--- config.mk ---
export PLATFORM = sky130hd
export DESIGN_NAME = cv_bitmanip_exu
export DESIGN_NICKNAME = d
export VERILOG_FILES = /design/src/rtl/cv_bitmanip_exu.sv
export SDC_FILE = /design/constraint.sdc
export NUM_CORES = 1
export LEC_CHECK = 0
export BUFFER_PORTS_ARGS = -buffer_cell sky130_fd_sc_hd__buf_2
export CAP_MARGIN = 20
export CORE_ASPECT_RATIO = 2
export CORE_MARGIN = 2
export CORE_UTILIZATION = 40
export CTS_BUF_LIST = sky130_fd_sc_hd__clkbuf_8
export CTS_CLUSTER_DIAMETER = 120
export DETAILED_ROUTE_END_ITERATION = 10
export HOLD_SLACK_MARGIN = 0.1
export PLACE_DENSITY_LB_ADDON = 0.08
export SYNTH_ARGS = -nofsm -noshare
export SYNTH_HDL_FRONTEND = slang
export SYNTH_SLANG_ARGS = --single-unit
--- constraint.sdc ---
create_clock -name clk -period 2.1 [get_ports clk]
set_input_delay 0.105 -clock clk [delete_from_list [all_inputs] [get_ports clk]]
set_output_delay 0.105 -clock clk [all_outputs]
set_load 0.01 [all_outputs]
--- src/rtl/cv_bitmanip_exu.sv ---
`default_nettype none
// ============================================================================
// Module   : cv_bitmanip_exu
// Brief    : Elastically pipelined CV32E40P bit-manipulation execution unit.
// Revision : 1.0
// ============================================================================
module cv_bitmanip_exu #(
    parameter int XLEN   = 32,
    parameter int STAGES = 2,
    parameter int TAG_W  = 5
) (
    input  logic             clk,
    input  logic             rst_n,
    input  logic             flush_i,
    input  logic             in_valid_i,
    output logic             in_ready_o,
    input  logic [31:0]      instr_i,
    input  logic [XLEN-1:0]  rs1_i,
    input  logic [XLEN-1:0]  rs2_i,
    input  logic [XLEN-1:0]  rd_i,
    input  logic [TAG_W-1:0] tag_i,
    output logic             out_valid_o,
    input  logic             out_ready_i,
    output logic [XLEN-1:0]  result_o,
    output logic             illegal_o,
    output logic [TAG_W-1:0] tag_o
);
    localparam int         L      = $clog2(XLEN);
    localparam logic [L:0] XLEN_L = (L+1)'(XLEN);
    localparam logic [L:0] ONE_L  = (L+1)'(1);

    typedef enum logic [3:0] {
        OP_EXTRACT, OP_EXTRACTU, OP_INSERT, OP_BCLR, OP_BSET,
        OP_ROR, OP_FF1, OP_FL1, OP_CLB, OP_CNT, OP_ILL
    } op_e;

    logic [6:0]   opcode;
    logic [2:0]   funct3;
    logic [6:0]   funct7;
    op_e          op;
    logic [L-1:0] len;
    logic [L-1:0] pos;
    logic         unused_bits;

    assign opcode      = instr_i[6:0];
    assign funct3      = instr_i[14:12];
    assign funct7      = instr_i[31:25];
    assign unused_bits = ^{instr_i[19:15], instr_i[11:7], rs2_i[XLEN-1:2*L]};

    always_comb begin
        op  = OP_ILL;
        len = rs2_i[2*L-1:L];
        pos = rs2_i[L-1:0];
        if (opcode == 7'h2B && funct3 == 3'b011) begin
            case (funct7)
                7'b0011000: op = OP_EXTRACT;
                7'b0011001: op = OP_EXTRACTU;
                7'b0011010: op = OP_INSERT;
                7'b0011100: op = OP_BCLR;
                7'b0011101: op = OP_BSET;
                7'b0100000: op = OP_ROR;
                7'b0100001: op = OP_FF1;
                7'b0100010: op = OP_FL1;
                7'b0100011: op = OP_CLB;
                7'b0100100: op = OP_CNT;
                default:    op = OP_ILL;
            endcase
        end else if (opcode == 7'h5B) begin
            len = L'(instr_i[29:25]);
            pos = L'(instr_i[24:20]);
            case ({instr_i[31:30], funct3})
                5'b00_000: op = OP_EXTRACT;
                5'b01_000: op = OP_EXTRACTU;
                5'b10_000: op = OP_INSERT;
                5'b00_001: op = OP_BCLR;
                5'b01_001: op = OP_BSET;
                default:   op = OP_ILL;
            endcase
        end
    end

    // Field top saturates at XLEN-1: bits past the MSB are dropped, never wrapped.
    logic [L:0]      end_pos;
    logic [L-1:0]    hi;
    logic [XLEN-1:0] ones, mask, field, field_ones;
    logic [L-1:0]    ror_amt;

    assign end_pos    = {1'b0, pos} + {1'b0, len};
    assign hi         = (end_pos > XLEN_L - ONE_L) ? L'(XLEN-1) : end_pos[L-1:0];
    assign ones       = '1;
    assign mask       = (ones >> (L'(XLEN-1) - hi)) & (ones << pos);
    assign field      = (rs1_i & mask) >> pos;
    assign field_ones = mask >> pos;
    assign ror_amt    = rs2_i[L-1:0];

    logic [L:0] ff1, fl1, clb, cnt;
    logic       run;

    always_comb begin
        ff1 = XLEN_L;
        fl1 = XLEN_L;
        cnt = '0;
        clb = '0;
        run = 1'b1;
        for (int i = XLEN-1; i >= 0; i--) begin
            if (rs1_i[i]) ff1 = (L+1)'(i);
            cnt = cnt + (L+1)'(rs1_i[i]);
            if (run && (rs1_i[i] == rs1_i[XLEN-1])) clb = clb + ONE_L;
            else                                     run = 1'b0;
        end
        for (int i = 0; i < XLEN; i++) begin
            if (rs1_i[i]) fl1 = (L+1)'(i);
        end
        if (rs1_i == '0) clb = '0;
        else             clb = clb - ONE_L;
    end

    logic [XLEN-1:0] calc_res;
    logic            calc_ill;

    always_comb begin
        calc_res = '0;
        calc_ill = 1'b0;
        case (op)
            OP_EXTRACT:  calc_res = field | (rs1_i[hi] ? ~field_ones : '0);
            OP_EXTRACTU: calc_res = field;
            OP_INSERT:   calc_res = (rd_i & ~mask) | ((rs1_i << pos) & mask);
            OP_BCLR:     calc_res = rs1_i & ~mask;
            OP_BSET:     calc_res = rs1_i | mask;
            OP_ROR:      calc_res = (rs1_i >> ror_amt) | (rs1_i << (XLEN_L - {1'b0, ror_amt}));
            OP_FF1:      calc_res = XLEN'(ff1);
            OP_FL1:      calc_res = XLEN'(fl1);
            OP_CLB:      calc_res = XLEN'(clb);
            OP_CNT:      calc_res = XLEN'(cnt);
            default:     calc_ill = 1'b1;
        endcase
    end

    logic [STAGES-1:0] vld, rdy, up_vld, ill_q, up_ill;
    logic [XLEN-1:0]   res_q  [STAGES];
    logic [XLEN-1:0]   up_res [STAGES];
    logic [TAG_W-1:0]  tag_q  [STAGES];
    logic [TAG_W-1:0]  up_tag [STAGES];
    logic              full;

    // A stage is ready unless it and every stage downstream of it is occupied.
    always_comb begin
        full = 1'b1;
        rdy  = '0;
        for (int k = STAGES-1; k >= 0; k--) begin
            full   = full & vld[k];
            rdy[k] = out_ready_i | ~full;
        end
    end

    always_comb begin
        up_vld    = '0;
        up_ill    = '0;
        up_vld[0] = in_valid_i;
        up_ill[0] = calc_ill;
        up_res[0] = calc_res;
        up_tag[0] = tag_i;
        for (int k = 1; k < STAGES; k++) begin
            up_vld[k] = vld[k-1];
            up_ill[k] = ill_q[k-1];
            up_res[k] = res_q[k-1];
            up_tag[k] = tag_q[k-1];
        end
    end

    always_ff @(posedge clk or negedge rst_n) begin
        if (!rst_n) begin
            vld   <= '0;
            ill_q <= '0;
            for (int k = 0; k < STAGES; k++) begin
                res_q[k] <= '0;
                tag_q[k] <= '0;
            end
        end else if (flush_i) begin
            vld <= '0;
        end else begin
            for (int k = 0; k < STAGES; k++) begin
                if (rdy[k]) begin
                    vld[k] <= up_vld[k];
                    if (up_vld[k]) begin
                        res_q[k] <= up_res[k];
                        ill_q[k] <= up_ill[k];
                        tag_q[k] <= up_tag[k];
                    end
                end
            end
        end
    end

    assign in_ready_o  = rdy[0];
    assign out_valid_o = vld[STAGES-1];
    assign result_o    = res_q[STAGES-1];
    assign illegal_o   = ill_q[STAGES-1];
    assign tag_o       = tag_q[STAGES-1];

endmodule
`default_nettype wire

==> impl_metrics.py <==
metrics = {
    "run_status": {
        "status": "finished with violations",
        "violations": "setup timing",
    },
    "clock_tree": {
        "ctsHtreeMaxLevel": 3,
        "cts.root.buffer_cell": "clkbuf_8",
        "cts_tree": "done",
        "cts_made_buffers": 9,
        "clk_latency_ns": 0.39,
        "clock_path_buffers": 2,
        "clock-sinks": 78,
        "path_clk_slew_ns": 0.11,
    },
    "synthesis": {
        "post_synth_instance_area_um2": 19100,
        "synth_nets": 3041,
        "yosysWarnings": 0,
        "synth.avg_cell_area_um2": 6.73,
        "syn_inst": 2833,
        "synthFlopType": "dfrtp_1",
        "synth_edf_count": 0,
        "synthArstFlopShare_pct": 100,
        "ys_types": 96,
        "synth_seq_cells": 78,
        "seq_area_frac_synth_pct": 10.2,
    },
    "drt": {
        "vias": 26512,
        "wl_mm": 107,
        "viasPerCell": 6.08,
        "drc": 0,
        "ant_nets": 0,
        "drtIter0Drc": 2702,
        "drtPass1Iterations": 6,
        "wl_per_cell_um": 24.5,
    },
    "grt": {
        "grt_pass1_vias": 25445,
        "grt_max_degree": 81,
        "grt_first_pass_wirelength_mm": 157,
        "overflow": 0,
        "grt_use_total_pct": 42.2,
        "grt_antenna_before_repair": 2,
    },
    "power_and_ir_drop": {
        "peakVddDrop_mv": 0.470,
        "p_sw_share_pct": 47.5,
        "leakage_nw": 13.3,
        "seqPwrFrac_pct": 11.6,
        "p_per_area_nw_per_um2": 457,
        "internal_power_mw": 7.07,
        "switching_power_mw": 6.39,
        "power_frac_comb_pct": 80.0,
        "clockPowerShare_pct": 8.4,
    },
    "place": {
        "port_buffers": 145,
        "place_inst": 4215,
        "gp_congestion": 1.04,
        "dp_hpwl_mm": 82.7,
    },
    "finish": {
        "utilization_pct": 62.4,
        "layout_commonest_cell": "buf_4",
        "syn_to_final_growth_pct": 54.5,
        "final_cell_mix": "buf_4, nand2_1, nor2_1, a21oi_1, o21ai_0",
        "fin_nets": 3932,
        "fill_cells": 4594,
        "final_cell_count_no_fill": 4364,
        "ff_latch_area_um2": 1950,
        "drive_above_1_share_pct": 42.0,
        "multi_input_area_um2": 17400,
    },
    "min_path": {
        "worst_hold_path_type": "in -> async",
    },
    "sta": {
        "period_share_pct": 785,
        "period_needed_ns": 16.48,
        "rsz0062_at_grt": "true",
        "setup_ws_ns": -14.38,
        "slew_viol_final": 0,
        "setup_viol": 32,
        "worst_pin_slew_ns": 1.08,
        "finalHoldViolations": 0,
        "timing.slew.headroom_pct": 28.2,
        "clock_skew_ns": 0.0185,
        "max_freq_mhz": 60.7,
    },
    "critical_path": {
        "required_ns": 2.39,
        "critPathMaxStageDelay_ns": 0.39,
        "crit_fanout": 5,
        "setup.worst_path.start_class": "primary input",
        "slowest_stage": "a222oi_1",
        "crit_family": "adder cells",
        "worstPathArrival_ns": 16.76,
        "crit_buf_inv": 3,
        "end_kind": "flip-flop",
        "worstSetupPathType": "in -> reg",
    },
    "die": {
        "die_h_um": 313,
        "floorplan.initialDensity_pct": 40.4,
        "die_area_um2": 49500,
        "coreArea_um2": 47200,
        "io_pins": 178,
        "rows": 113,
        "dieWidth_um": 158,
    },
    "flow_run": {
        "max_cap_violations": 0,
    },
}
==> path summary, 6_finish.rpt <==
| path | startpoint | end | slack [ns] | depth (start not counted) |
|---|---|---|---|---|
| setup / recovery | rs1_i[31] | res_q[37] | -14.38 | 94 |
| hold / removal | rst_n | tag_q[7] | 0.17 | 2 |
| setup reg to reg | vld[1] | res_q[37] | 0.15 | 7 |
| hold reg to reg | res_q[47] | res_q[47] | 0.47 | 2 |
| max in group asynchronous | rst_n | result_o[8] | 1.31 | 3 |
| min in group clk | rd_i[1] | res_q[33] | 0.25 | 7 |
==> worst register-to-register path: cells and delay by family (launching register included) <==
kind	cells	cell delay (ns)
AOI/OAI and AO/OA	3	0.97
buffers and inverters	1	0.15
DFF	1	0.37
and+or+nand+nor	3	0.43
==> power by group through the flow <==
stage          clock [mW]  combinational [mW]  sequential [mW]
6_report             1.13                10.8             1.57
3_5_place_dp            0                9.21             1.60
4_1_cts              1.15                10.1             1.57
2_1_floorplan           0                4.93             1.59
5_1_grt              1.21                11.5             1.57
3_3_place_gp            0                9.17             1.59
==> sequential cells by signal (all words and copies together) (netlist names) <==
register,count
tag_q,5
result_o,32
vld,2
tag_o,5
ill_q,2
res_q,32
==> logic make-up (layout without fill, tap and decap cells) <==
| family | after synthesis | count (layout) | share of synthesized area (%) |
|---|---|---|---|
| buffers and inverters | 361 | 1257 | 8.04 |
| other | 0 | 3 | 0 |
| and+or+nand+nor | 1057 | 1057 | 24.7 |
| AOI/OAI and AO/OA | 916 | 916 | 29.8 |
| DFF | 78 | 78 | 10.2 |
| adders and majority gates | 72 | 72 | 5.69 |
| xor gates and xnor gates | 89 | 89 | 5.20 |
| muxes | 260 | 260 | 16.3 |
==> Yosys cell counts (39+ instances only) <==
cell type	number	share of area [%]
dfrtp_1	78	10
mux2_2	62	3.7
nand2_1	449	8.8
ha_1	45	3.0
buf_4	39	1.5
a31oi_1	39	1.3
nor2_1	282	5.6
clkbuf_1	190	3.7
a211oi_1	59	2.3
o21ai_0	281	7.4
nor3_1	65	1.7
a21oi_1	255	6.7
xnor2_1	49	2.3
o211ai_1	42	1.7
nand3_1	76	2.0
mux2i_1	164	8.6
inv_1	83	1.6
==> area by class of cell <==
class	instances	share of cell area, %
Timing Repair Buffer	1152	29.7
Clock inverter	7	0.200
Antenna cell	3	0.0255
Tap cell	632	2.69
Sequential cell	78	6.63
Multi-Input combinational cell	2394	59.1
Inverter	89	1.21
Clock buffer	9	0.421
==> through the flow <==
| step | hold slack [ns] | cell area [um^2] | setup TNS [ns] | power [mW] | setup slack, ns |
|---|---|---|---|---|---|
| floorplan | -0.191 | 19800 | -144.72 | 6.52 | -14.91 |
| global placement | 0.0403 | 26700 | -150.62 | 10.8 | -14.80 |
| detailed placement | 0.0421 | 26700 | -152.42 | 10.8 | -15.25 |
| CTS | 0.154 | 28700 | -131.96 | 12.8 | -14.36 |
| global route | 0.179 | 29400 | -144.63 | 14.3 | -15.18 |
| finish | 0.166 | 29400 | -136.49 | 13.5 | -14.38 |
==> routing by layer <==
metal  vias to the layer above  share of wire (%)  GRT usage [%]
li1                      12097                  -              -
met4                         0                8.2           26.4
met5                         -                  0              0
met3                       409                9.0           6.24
met1                     12493                 39           54.8
met2                      1513                 44           65.3
==> what timing repair did <==
action	in CTS	in global routing
pin swaps	127	87
hold buffers	9	0
endpoints found under the hold margin	85	0
setup buffers	98	38
setup endpoints to repair	32	32
resized for setup	254	112
cloned	0	0
(Power assumes the default switching activity.)
